File: src/rtl/mips_pkg.sv
`default_nettype none
// ============================================================================
// mips_pkg : opcodes, control encodings, FSM states and control-word struct
// Rev 1.0
// ============================================================================
package mips_pkg;

  localparam logic [5:0] OP_RTYPE = 6'b000000;
  localparam logic [5:0] OP_J     = 6'b000010;
  localparam logic [5:0] OP_BEQ   = 6'b000100;
  localparam logic [5:0] OP_ADDI  = 6'b001000;
  localparam logic [5:0] OP_LW    = 6'b100011;
  localparam logic [5:0] OP_SW    = 6'b101011;

  localparam logic [2:0] ALU_ADD   = 3'b000;
  localparam logic [2:0] ALU_SUB   = 3'b001;
  localparam logic [2:0] ALU_FUNCT = 3'b010;

  localparam logic [1:0] SRCB_RT      = 2'b00;
  localparam logic [1:0] SRCB_FOUR    = 2'b01;
  localparam logic [1:0] SRCB_IMM     = 2'b10;
  localparam logic [1:0] SRCB_IMM_SH2 = 2'b11;

  localparam logic [1:0] PCSRC_ALU    = 2'b00;
  localparam logic [1:0] PCSRC_ALUOUT = 2'b01;
  localparam logic [1:0] PCSRC_JUMP   = 2'b10;

  typedef enum logic [3:0] {
    S_IDLE     = 4'd0,
    S_FETCH    = 4'd1,
    S_DECODE   = 4'd2,
    S_MEM_ADDR = 4'd3,
    S_MEM_RD   = 4'd4,
    S_MEM_WB   = 4'd5,
    S_MEM_WR   = 4'd6,
    S_R_EXEC   = 4'd7,
    S_R_WB     = 4'd8,
    S_I_EXEC   = 4'd9,
    S_I_WB     = 4'd10,
    S_BRANCH   = 4'd11,
    S_JUMP     = 4'd12,
    S_TRAP     = 4'd13
  } state_e;

  typedef struct packed {
    logic       pc_write;
    logic       pc_write_cond;
    logic       ior_d;
    logic       ir_write;
    logic       mem_read;
    logic       mem_write;
    logic       reg_write;
    logic       reg_dst;
    logic       mem_to_reg;
    logic       alu_src_a;
    logic [1:0] alu_src_b;
    logic [2:0] alu_op;
    logic [1:0] pc_source;
  } ctrl_t;

endpackage
`default_nettype wire

File: src/rtl/mc_out_decode.sv
`default_nettype none
// ============================================================================
// mc_out_decode : Moore map from FSM state (plus mem_ready in FETCH) to controls
// Rev 1.0
// ============================================================================
module mc_out_decode
  import mips_pkg::*;
(
  input  state_e state_i,
  input  logic   mem_ready_i,
  output ctrl_t  ctrl_o
);

  always_comb begin
    ctrl_o = '0;
    case (state_i)
      S_FETCH: begin
        ctrl_o.mem_read  = 1'b1;
        ctrl_o.alu_src_b = SRCB_FOUR;
        ctrl_o.alu_op    = ALU_ADD;
        // IR and PC load only on the cycle the fetch actually completes
        ctrl_o.ir_write  = mem_ready_i;
        ctrl_o.pc_write  = mem_ready_i;
      end
      S_DECODE: begin
        ctrl_o.alu_src_b = SRCB_IMM_SH2;
        ctrl_o.alu_op    = ALU_ADD;
      end
      S_MEM_ADDR, S_I_EXEC: begin
        ctrl_o.alu_src_a = 1'b1;
        ctrl_o.alu_src_b = SRCB_IMM;
        ctrl_o.alu_op    = ALU_ADD;
      end
      S_MEM_RD: begin
        ctrl_o.mem_read = 1'b1;
        ctrl_o.ior_d    = 1'b1;
      end
      S_MEM_WB: begin
        ctrl_o.reg_write  = 1'b1;
        ctrl_o.mem_to_reg = 1'b1;
      end
      S_MEM_WR: begin
        ctrl_o.mem_write = 1'b1;
        ctrl_o.ior_d     = 1'b1;
      end
      S_R_EXEC: begin
        ctrl_o.alu_src_a = 1'b1;
        ctrl_o.alu_src_b = SRCB_RT;
        ctrl_o.alu_op    = ALU_FUNCT;
      end
      S_R_WB: begin
        ctrl_o.reg_write = 1'b1;
        ctrl_o.reg_dst   = 1'b1;
      end
      S_I_WB: begin
        ctrl_o.reg_write = 1'b1;
      end
      S_BRANCH: begin
        ctrl_o.alu_src_a     = 1'b1;
        ctrl_o.alu_src_b     = SRCB_RT;
        ctrl_o.alu_op        = ALU_SUB;
        ctrl_o.pc_write_cond = 1'b1;
        ctrl_o.pc_source     = PCSRC_ALUOUT;
      end
      S_JUMP: begin
        ctrl_o.pc_write  = 1'b1;
        ctrl_o.pc_source = PCSRC_JUMP;
      end
      default: ctrl_o = '0;
    endcase
  end

endmodule
`default_nettype wire

File: src/rtl/multicycle_ctrl.sv
`default_nettype none
// ============================================================================
// multicycle_ctrl : multicycle MIPS-subset control FSM (state reg + next state)
// Option: MULTICYCLE_CTRL_ILLEGAL_TRAP_EN traps undecoded opcodes, sets illegal
// Rev 1.0
// ============================================================================
module multicycle_ctrl
  import mips_pkg::*;
#(
  parameter int OPW    = 6,
  parameter int ALUOPW = 3
) (
  input  logic              clk,
  input  logic              reset,
  input  logic [OPW-1:0]    op,
  input  logic              zf,
  input  logic              mem_ready,
  output logic              pc_en,
  output logic              pc_write,
  output logic              pc_write_cond,
  output logic              ior_d,
  output logic              ir_write,
  output logic              mem_read,
  output logic              mem_write,
  output logic              reg_write,
  output logic              reg_dst,
  output logic              mem_to_reg,
  output logic              alu_src_a,
  output logic [1:0]        alu_src_b,
  output logic [ALUOPW-1:0] alu_op,
  output logic [1:0]        pc_source,
  output logic              illegal
);

  state_e state_q;
  state_e state_d;
  ctrl_t  ctrl;

  always_ff @(posedge clk or negedge reset) begin
    if (!reset) state_q <= S_IDLE;
    else        state_q <= state_d;
  end

  always_comb begin
    state_d = state_q;
    case (state_q)
      S_IDLE:   state_d = S_FETCH;
      S_FETCH:  if (mem_ready) state_d = S_DECODE;
      S_DECODE: begin
        if (op == OPW'(OP_LW) || op == OPW'(OP_SW)) state_d = S_MEM_ADDR;
        else if (op == OPW'(OP_RTYPE))               state_d = S_R_EXEC;
        else if (op == OPW'(OP_ADDI))                state_d = S_I_EXEC;
        else if (op == OPW'(OP_BEQ))                 state_d = S_BRANCH;
        else if (op == OPW'(OP_J))                   state_d = S_JUMP;
        else begin
`ifdef MULTICYCLE_CTRL_ILLEGAL_TRAP_EN
          state_d = S_TRAP;
`else
          state_d = S_FETCH;
`endif
        end
      end
      // opcode is still held in the IR here, so it picks load vs store
      S_MEM_ADDR: state_d = (op == OPW'(OP_SW)) ? S_MEM_WR : S_MEM_RD;
      S_MEM_RD:   if (mem_ready) state_d = S_MEM_WB;
      S_MEM_WB:   state_d = S_FETCH;
      S_MEM_WR:   if (mem_ready) state_d = S_FETCH;
      S_R_EXEC:   state_d = S_R_WB;
      S_R_WB:     state_d = S_FETCH;
      S_I_EXEC:   state_d = S_I_WB;
      S_I_WB:     state_d = S_FETCH;
      S_BRANCH:   state_d = S_FETCH;
      S_JUMP:     state_d = S_FETCH;
      S_TRAP:     state_d = S_TRAP;
      default:    state_d = S_IDLE;
    endcase
  end

`ifdef MULTICYCLE_CTRL_ILLEGAL_TRAP_EN
  logic illegal_q;
  logic illegal_d;

  assign illegal_d = illegal_q | (state_d == S_TRAP);

  always_ff @(posedge clk or negedge reset) begin
    if (!reset) illegal_q <= 1'b0;
    else        illegal_q <= illegal_d;
  end

  assign illegal = illegal_q;
`else
  assign illegal = 1'b0;
`endif

  mc_out_decode u_out_decode (
    .state_i     (state_q),
    .mem_ready_i (mem_ready),
    .ctrl_o      (ctrl)
  );

  assign pc_write      = ctrl.pc_write;
  assign pc_write_cond = ctrl.pc_write_cond;
  assign pc_en         = ctrl.pc_write | (ctrl.pc_write_cond & zf);
  assign ior_d         = ctrl.ior_d;
  assign ir_write      = ctrl.ir_write;
  assign mem_read      = ctrl.mem_read;
  assign mem_write     = ctrl.mem_write;
  assign reg_write     = ctrl.reg_write;
  assign reg_dst       = ctrl.reg_dst;
  assign mem_to_reg    = ctrl.mem_to_reg;
  assign alu_src_a     = ctrl.alu_src_a;
  assign alu_src_b     = ctrl.alu_src_b;
  assign alu_op        = ALUOPW'(ctrl.alu_op);
  assign pc_source     = ctrl.pc_source;

endmodule
`default_nettype wire

File: config.mk
export PLATFORM = sky130hd
export DESIGN_NAME = multicycle_ctrl
export DESIGN_NICKNAME = d
export VERILOG_FILES = /design/src/rtl/mips_pkg.sv /design/src/rtl/mc_out_decode.sv /design/src/rtl/multicycle_ctrl.sv
export SDC_FILE = /design/constraint.sdc
export NUM_CORES = 1
export LEC_CHECK = 0
export ABC_AREA = 1
export CAP_MARGIN = 20
export CORE_MARGIN = 1.5
export CORE_UTILIZATION = 35
export CTS_CLUSTER_SIZE = 14
export DETAILED_ROUTE_END_ITERATION = 7
export MAX_ROUTING_LAYER = met4
export PLACE_DENSITY_LB_ADDON = 0.25
export SLEW_MARGIN = 20
export SYNTH_ARGS = -nofsm -noshare
export SYNTH_HDL_FRONTEND = slang
export SYNTH_SLANG_ARGS = --single-unit
File: constraint.sdc
create_clock -name clk -period 1.1 [get_ports clk]
set_input_delay 0.22 -clock clk [delete_from_list [all_inputs] [get_ports clk]]
set_output_delay 0.22 -clock clk [all_outputs]
set_load 0.01 [all_outputs]
==> flow_metrics.py, run 1 <==
metrics = {
    "detailed_routing": {
        "ant_nets": 0,
        "firstDrtPassIters": 4,
        "wire_per_inst_um": 15.73,
        "drc": 0,
        "first_iter_violations": 28,
        "vias": 1007,
        "finalWirelength_um": 3051,
        "routed_via_density": 5.191,
    },
    "critical_path": {
        "crit_buf_inv": 1,
        "cp_max_fo": 6,
        "cp.required_ps": 880,
        "path_depth": 5,
        "regToRegSetupSlack_ps": -400,
        "slowest_delay_ps": 470,
        "r2r_cells": 9,
        "critPathTopFamily": "flip-flops",
        "arrival_ps": 1410,
        "worstSetupPathType": "flip-flop to output port",
        "startpoint": "state_q[2]$_DFFE_PN0P_",
        "endpoint": "pc_en",
        "crit-reg2reg-capture": "state_q[2]$_DFFE_PN0P_",
        "cp-end-kind": "output port",
        "reg2reg_from": "state_q[2]$_DFFE_PN0P_",
        "path_cells": "nand2_1 -> nor2_4 -> o21bai_4 -> a21o_1 -> buf_2",
        "worstSetupStartpointType": "flip-flop",
        "cp_slowest_cell": "dfrtp_2",
    },
    "timing": {
        "finalHoldViolations": 0,
        "fin_crit_ps": 1633,
        "drv_slew": 0,
        "rsz0062_at_grt": "true",
        "period_share_pct": 148.5,
        "fmax_mhz": 612.3,
        "layout_setup_ws_ps": -533.3,
        "fin_skew_ps": 1.179,
        "setup_violations": 21,
    },
    "clocking": {
        "tritoncts": "built",
        "path_clk_slew_ps": 40,
        "ctsHtreeMaxLevel": 1,
        "cts_buffer_depth": 2,
        "cts_made_buffers": 3,
        "cts_sinks": 4,
        "cts.root.buffer_cell": "clkbuf_4",
        "clk_latency_ps": 230,
    },
    "layout": {
        "regMostFlops": "state_q",
        "stdcell_count": 194,
        "largest_register_ffs": 4,
        "final_layout_size_suffix_gt1_share_pct": 64.04,
        "reg_top3": "state_q: 4 flops",
        "n_antenna_cell": 0,
        "nNetsFinal": 190,
        "design_area_um2": 1404,
        "area_delta_synth_final_pct": 144.4,
        "fin_util_pct": 92.12,
    },
    "synth": {
        "synth_cell_types": 23,
        "netlist_area_um2": 574.3,
        "synthArstFlopShare_pct": 100.0,
        "synth_ff_type": "dfrtp_1",
        "ys_seq_area_share_pct": 17.43,
        "synth_top_area_share_pct": 17.43,
        "avgSynthCellArea_um2": 5.686,
        "netlist_instances": 101,
        "synth_warnings": 0,
        "synth_top_area_cell": "dfrtp_1",
        "synthTopCellsByArea": "dfrtp_1 (17%), nand2_1 (17%), nor2_1 (14%)",
        "synth_edf_count": 0,
        "synth_seq_cells": 4,
    },
    "die": {
        "start_util_pct": 37.68,
        "fp-row-count": 14,
        "pin_count": 29,
        "dieArea_um2": 1893,
        "coreArea_um2": 1524,
        "dieHeight_um": 43.51,
        "die_x_um": 43.51,
    },
    "placed_design": {
        "port_buffers": 26,
        "dp_cells": 168,
        "gp_congestion": 0.8627,
        "place_ws_ps": -658.8,
        "hpwl_um": 1340,
        "postPlaceCellArea_um2": 1042,
    },
    "power": {
        "total_power_mw": 3.523,
        "leakagePower_nw": 0.7503,
        "ir_drop_v": 0.001979,
        "power_density_nw_per_um2": 2510,
    },
    "grt": {
        "grt_pass1_vias": 919,
        "grt_max_degree": 8,
        "globalRouteOverflowTotal": 0,
        "grt.total_usage_pct": 29.94,
        "grt_pass1_wl_um": 4050,
        "antenna_found_initial": 0,
    },
    "run": {
        "maxCapViolations": 0,
    },
    "hold_path": {
        "min_path_type": "input pin to asynchronous set/reset pin",
    },
    "outcome": {
        "violations": "setup timing",
        "outcome": "finished, violations left",
    },
}
routing by layer:
metal	vias to the layer above	global-route usage (%)	routed length, um
li1	464	-	-
met1	465	32.13	1162
met2	62	52.24	1537
met3	16	4.167	219
met4	0	16.97	131
met5	-	-	0
layout make-up:
| type | instances | area, um2 |
|---|---|---|
| sequential | 4 | 103.9 |
| multi-input combinational | 76 | 518.0 |
| tap | 16 | 20.02 |
| clock buffer | 3 | 22.52 |
| fill | 58 | 120.1 |
| inverter | 17 | 81.33 |
| timing repair buffer | 78 | 658.1 |
repair_timing:
action	4_1_cts	5_1_grt
resized for setup	107	32
pin swaps	14	12
hold buffers	0	0
endpoints found under the hold margin	0	0
buffers inserted	19	8
setup endpoints to repair	21	21
logic make-up after synthesis:
group / after synthesis / synth area share, %
buffers and inverters: 22 / 18.30
and+or+nand+nor: 64 / 49.45
AOI/OAI and AO/OA: 10 / 14.16
DFF: 4 / 17.43
other: 1 / 0.6530
stage by stage:
| stage | hold WS [ps] | setup TNS [ps] |
|---|---|---|
| after CTS | 182.9 | -7058 |
| after global placement | 426.1 | -10050 |
| after global routing | 210.2 | -9139 |
| after detailed placement | 430.1 | -10430 |
| final | 186.6 | -8376 |
| after floorplan | -75.59 | -768.3 |
how the worst min path moves through the flow:
| stage | endpoint | depth (start not counted) | slack [ps] |
|---|---|---|---|
| floorplan | state_q[0]$_DFFE_PN0P_ | 0 | -80 |
| global placement | state_q[1]$_DFFE_PN0P_ | 1 | 430 |
| detailed placement | state_q[1]$_DFFE_PN0P_ | 1 | 430 |
| CTS | state_q[1]$_DFFE_PN0P_ | 1 | 180 |
| global route | state_q[0]$_DFFE_PN0P_ | 1 | 210 |
| finish | state_q[0]$_DFFE_PN0P_ | 1 | 190 |
synth_stat cells, types with 2 or more instances:
library cell / count
buf_4: 4
inv_1: 9
nand3_1: 9
inv_2: 8
o21ai_0: 4
nor2_1: 21
dfrtp_1: 4
nand4_1: 2
nand2_1: 26
worst register-to-register path, cell delays in order (launching register included):
cell and delay [ps]:
dfrtp_2 470, buf_4 160, nand2_2 80, buf_6 130, buf_4 120, nor2_4 30, nor3_2 200, nand2_1 80
nand2_1 60, nand2_1 50
layout by cell type (no fill, tap or decap), types with 2 or more instances in the layout:
master           instances
buf_4                   34
buf_6                   22
nand2_1                 21
buf_2                   13
nor2_1                  11
nor2_4                   9
clkdlybuf4s50_1          9
nand3_1                  7
inv_2                    6
inv_1                    6
inv_4                    3
nand2_4                  3
nand2_2                  3
nor2_2                   3
clkbuf_4                 3
dfrtp_2                  3
o21ai_2                  2
nand3_4                  2
o21ai_1                  2
nand4_1                  2
conb_1                   2
power by group:
part	switching [mW]	internal (mW)
Combinational	1.46	1.56
Clock	0.0538	0.122
Sequential	0.107	0.215
Total	1.62	1.90
Note: power is estimated with default switching activity, not from simulation.
==> run 2, diff against run 1 <==
Settings changed: PLACE_DENSITY from default to 0.81, PLACE_DENSITY_LB_ADDON 0.25 to default, REMOVE_ABC_BUFFERS from default to 1.
==> run 2 against run 1 <==
  * The run still ends with setup timing left
  * Sequential power increased by 5%
  * Design area decreased by 16%
  * Wire length shrank 19%
  * Combinational power shrank 25%
  * Critical endpoint unchanged
  * Largest cell class unchanged
  * Highest routed layer unchanged
==> flow_metrics.py, run 2 (same netlist as run 1, synthesis figures left out) <==
metrics = {
    "outcome": {
        "outcome": "finished, violations left",
        "violations": "setup timing",
    },
    "placed_design": {
        "gp_congestion": 0.9135,
        "dp_cells": 164,
        "place_ws_ps": -705.8,
        "port_buffers": 26,
        "hpwl_um": 1457,
    },
    "run": {
        "maxCapViolations": 0,
    },
    "clocking": {
        "cts_buffer_depth": 2,
        "tritoncts": "built",
        "path_clk_slew_ps": 30,
        "ctsHtreeMaxLevel": 1,
        "cts_sinks": 4,
        "cts.root.buffer_cell": "clkbuf_4",
        "clk_latency_ps": 230,
        "cts_made_buffers": 3,
    },
    "die": {
        "start_util_pct": 37.68,
        "fp-row-count": 14,
        "dieArea_um2": 1893,
        "pin_count": 29,
        "die_x_um": 43.51,
        "dieHeight_um": 43.51,
        "coreArea_um2": 1524,
    },
    "detailed_routing": {
        "first_iter_violations": 15,
        "finalWirelength_um": 2467,
        "firstDrtPassIters": 4,
        "ant_nets": 0,
        "routed_via_density": 4.972,
        "wire_per_inst_um": 13.86,
        "vias": 885,
        "drc": 0,
    },
    "layout": {
        "final_layout_size_suffix_gt1_share_pct": 56.17,
        "layout_commonest_cell": "buf_4",
        "regMostFlops": "state_q",
        "reg_top3": "state_q: 4 flops",
        "largest_register_ffs": 4,
        "stdcell_count": 178,
        "n_antenna_cell": 0,
        "nNetsFinal": 174,
        "final_cell_mix": "buf_4 (30), nand2_1 (20), nor2_1 (16), buf_6 (14)",
        "area_delta_synth_final_pct": 106.3,
    },
    "timing": {
        "finalHoldViolations": 0,
        "rsz0062_at_grt": "true",
        "fin_crit_ps": 1595,
        "drv_slew": 0,
        "fmax_mhz": 626.8,
        "layout_setup_ws_ps": -495.3,
        "setup_violations": 21,
        "fin_skew_ps": 1.826,
        "period_share_pct": 145.0,
    },
    "critical_path": {
        "arrival_ps": 1380,
        "path_cells": "inv_2 -> nand2_4 -> nor2_4 -> inv_4 -> o21bai_4 -> a21o_1 -> buf_2",
        "worstSetupPathType": "flip-flop to output port",
        "worstSetupStartpointType": "flip-flop",
        "reg2reg_from": "state_q[1]$_DFFE_PN0P_",
        "slowest_delay_ps": 400,
        "cp_max_fo": 5,
        "cp-end-kind": "output port",
        "regToRegSetupSlack_ps": -290,
        "cp.required_ps": 880,
        "crit-reg2reg-capture": "state_q[1]$_DFFE_PN0P_",
        "endpoint": "pc_en",
        "startpoint": "state_q[1]$_DFFE_PN0P_",
        "cp_slowest_cell": "dfrtp_1",
        "r2r_cells": 10,
    },
    "power": {
        "power_density_nw_per_um2": 2349,
        "ir_drop_v": 0.001731,
        "leakagePower_nw": 0.6451,
    },
    "grt": {
        "grt_pass1_vias": 842,
        "globalRouteOverflowTotal": 0,
        "antenna_found_initial": 0,
        "grt_pass1_wl_um": 3346,
        "grt_max_degree": 8,
        "grt.total_usage_pct": 24.11,
    },
    "hold_path": {
        "min_path_type": "input pin to asynchronous set/reset pin",
    },
}
==> run 2: area by class of cell <==
type / instances / area, um2
repair buffers: 62 / 518.0
multi-input cells: 76 / 446.7
fillers: 112 / 339.1
flip-flops and latches: 4 / 103.9
inverters: 17 / 73.82
clock buffers: 3 / 22.52
well taps: 16 / 20.02
==> run 2: through the flow <==
stage | TNS [ps] | util, % | hold slack, ps | power (mW) | instance area [um2]
after floorplan | -1053 | - | -75.59 | 1.066 | 536.8
after global placement | -10380 | 65.93 | 425.5 | 1.990 | 1005
after detailed placement | -10970 | 65.93 | 431.5 | 2.021 | 1005
after CTS | -6947 | 69.79 | 181.5 | 2.377 | 1064
after global routing | -8575 | 77.75 | 203.4 | 2.938 | 1185
final | -7544 | 77.75 | 185.7 | 2.784 | 1185
==> run 2: critical path, delay by kind of cell, from the launching register on <==
kind,cells,cell delay (ps)
AOI/OAI and AO/OA,2,200
and+or+nand+nor,2,240
DFF,1,400
buffers and inverters,3,300
==> run 2: how the worst min path moves through the flow <==
stage                             endpoint  startpoint  slack [ps]
detailed placement  state_q[3]$_DFFE_PN0P_       reset         430
floorplan           state_q[0]$_DFFE_PN0P_       reset         -80
global route        state_q[1]$_DFFE_PN0P_       reset         200
CTS                 state_q[2]$_DFFE_PN0P_       reset         180
finish              state_q[2]$_DFFE_PN0P_       reset         190
global placement    state_q[2]$_DFFE_PN0P_       reset         430
==> run 2: layer usage <==
layer / GRT usage, % / vias up / share of wire [%]
met4: 12.12 / 0 / 1.7
met1: 27.06 / 417 / 42
met3: 4.583 / 4 / 2.9
met2: 40.60 / 31 / 54
li1: - / 433 / -
met5: - / - / 0
==> run 2: power breakdown <==
group          internal [mW]  leakage (nW)  switching, mW
Clock                  0.121        0.0138         0.0517
Sequential             0.214        0.0472          0.126
Combinational           1.13         0.584           1.14
Total                   1.47         0.645           1.32
==> run 2: what timing repair did <==
action	4_1_cts	5_1_grt
hold endpoints to repair	0	0
buffers inserted	6	6
gates resized for setup	88	27
hold buffers	0	0
pin swaps	2	8
endpoints found under the setup margin	21	21
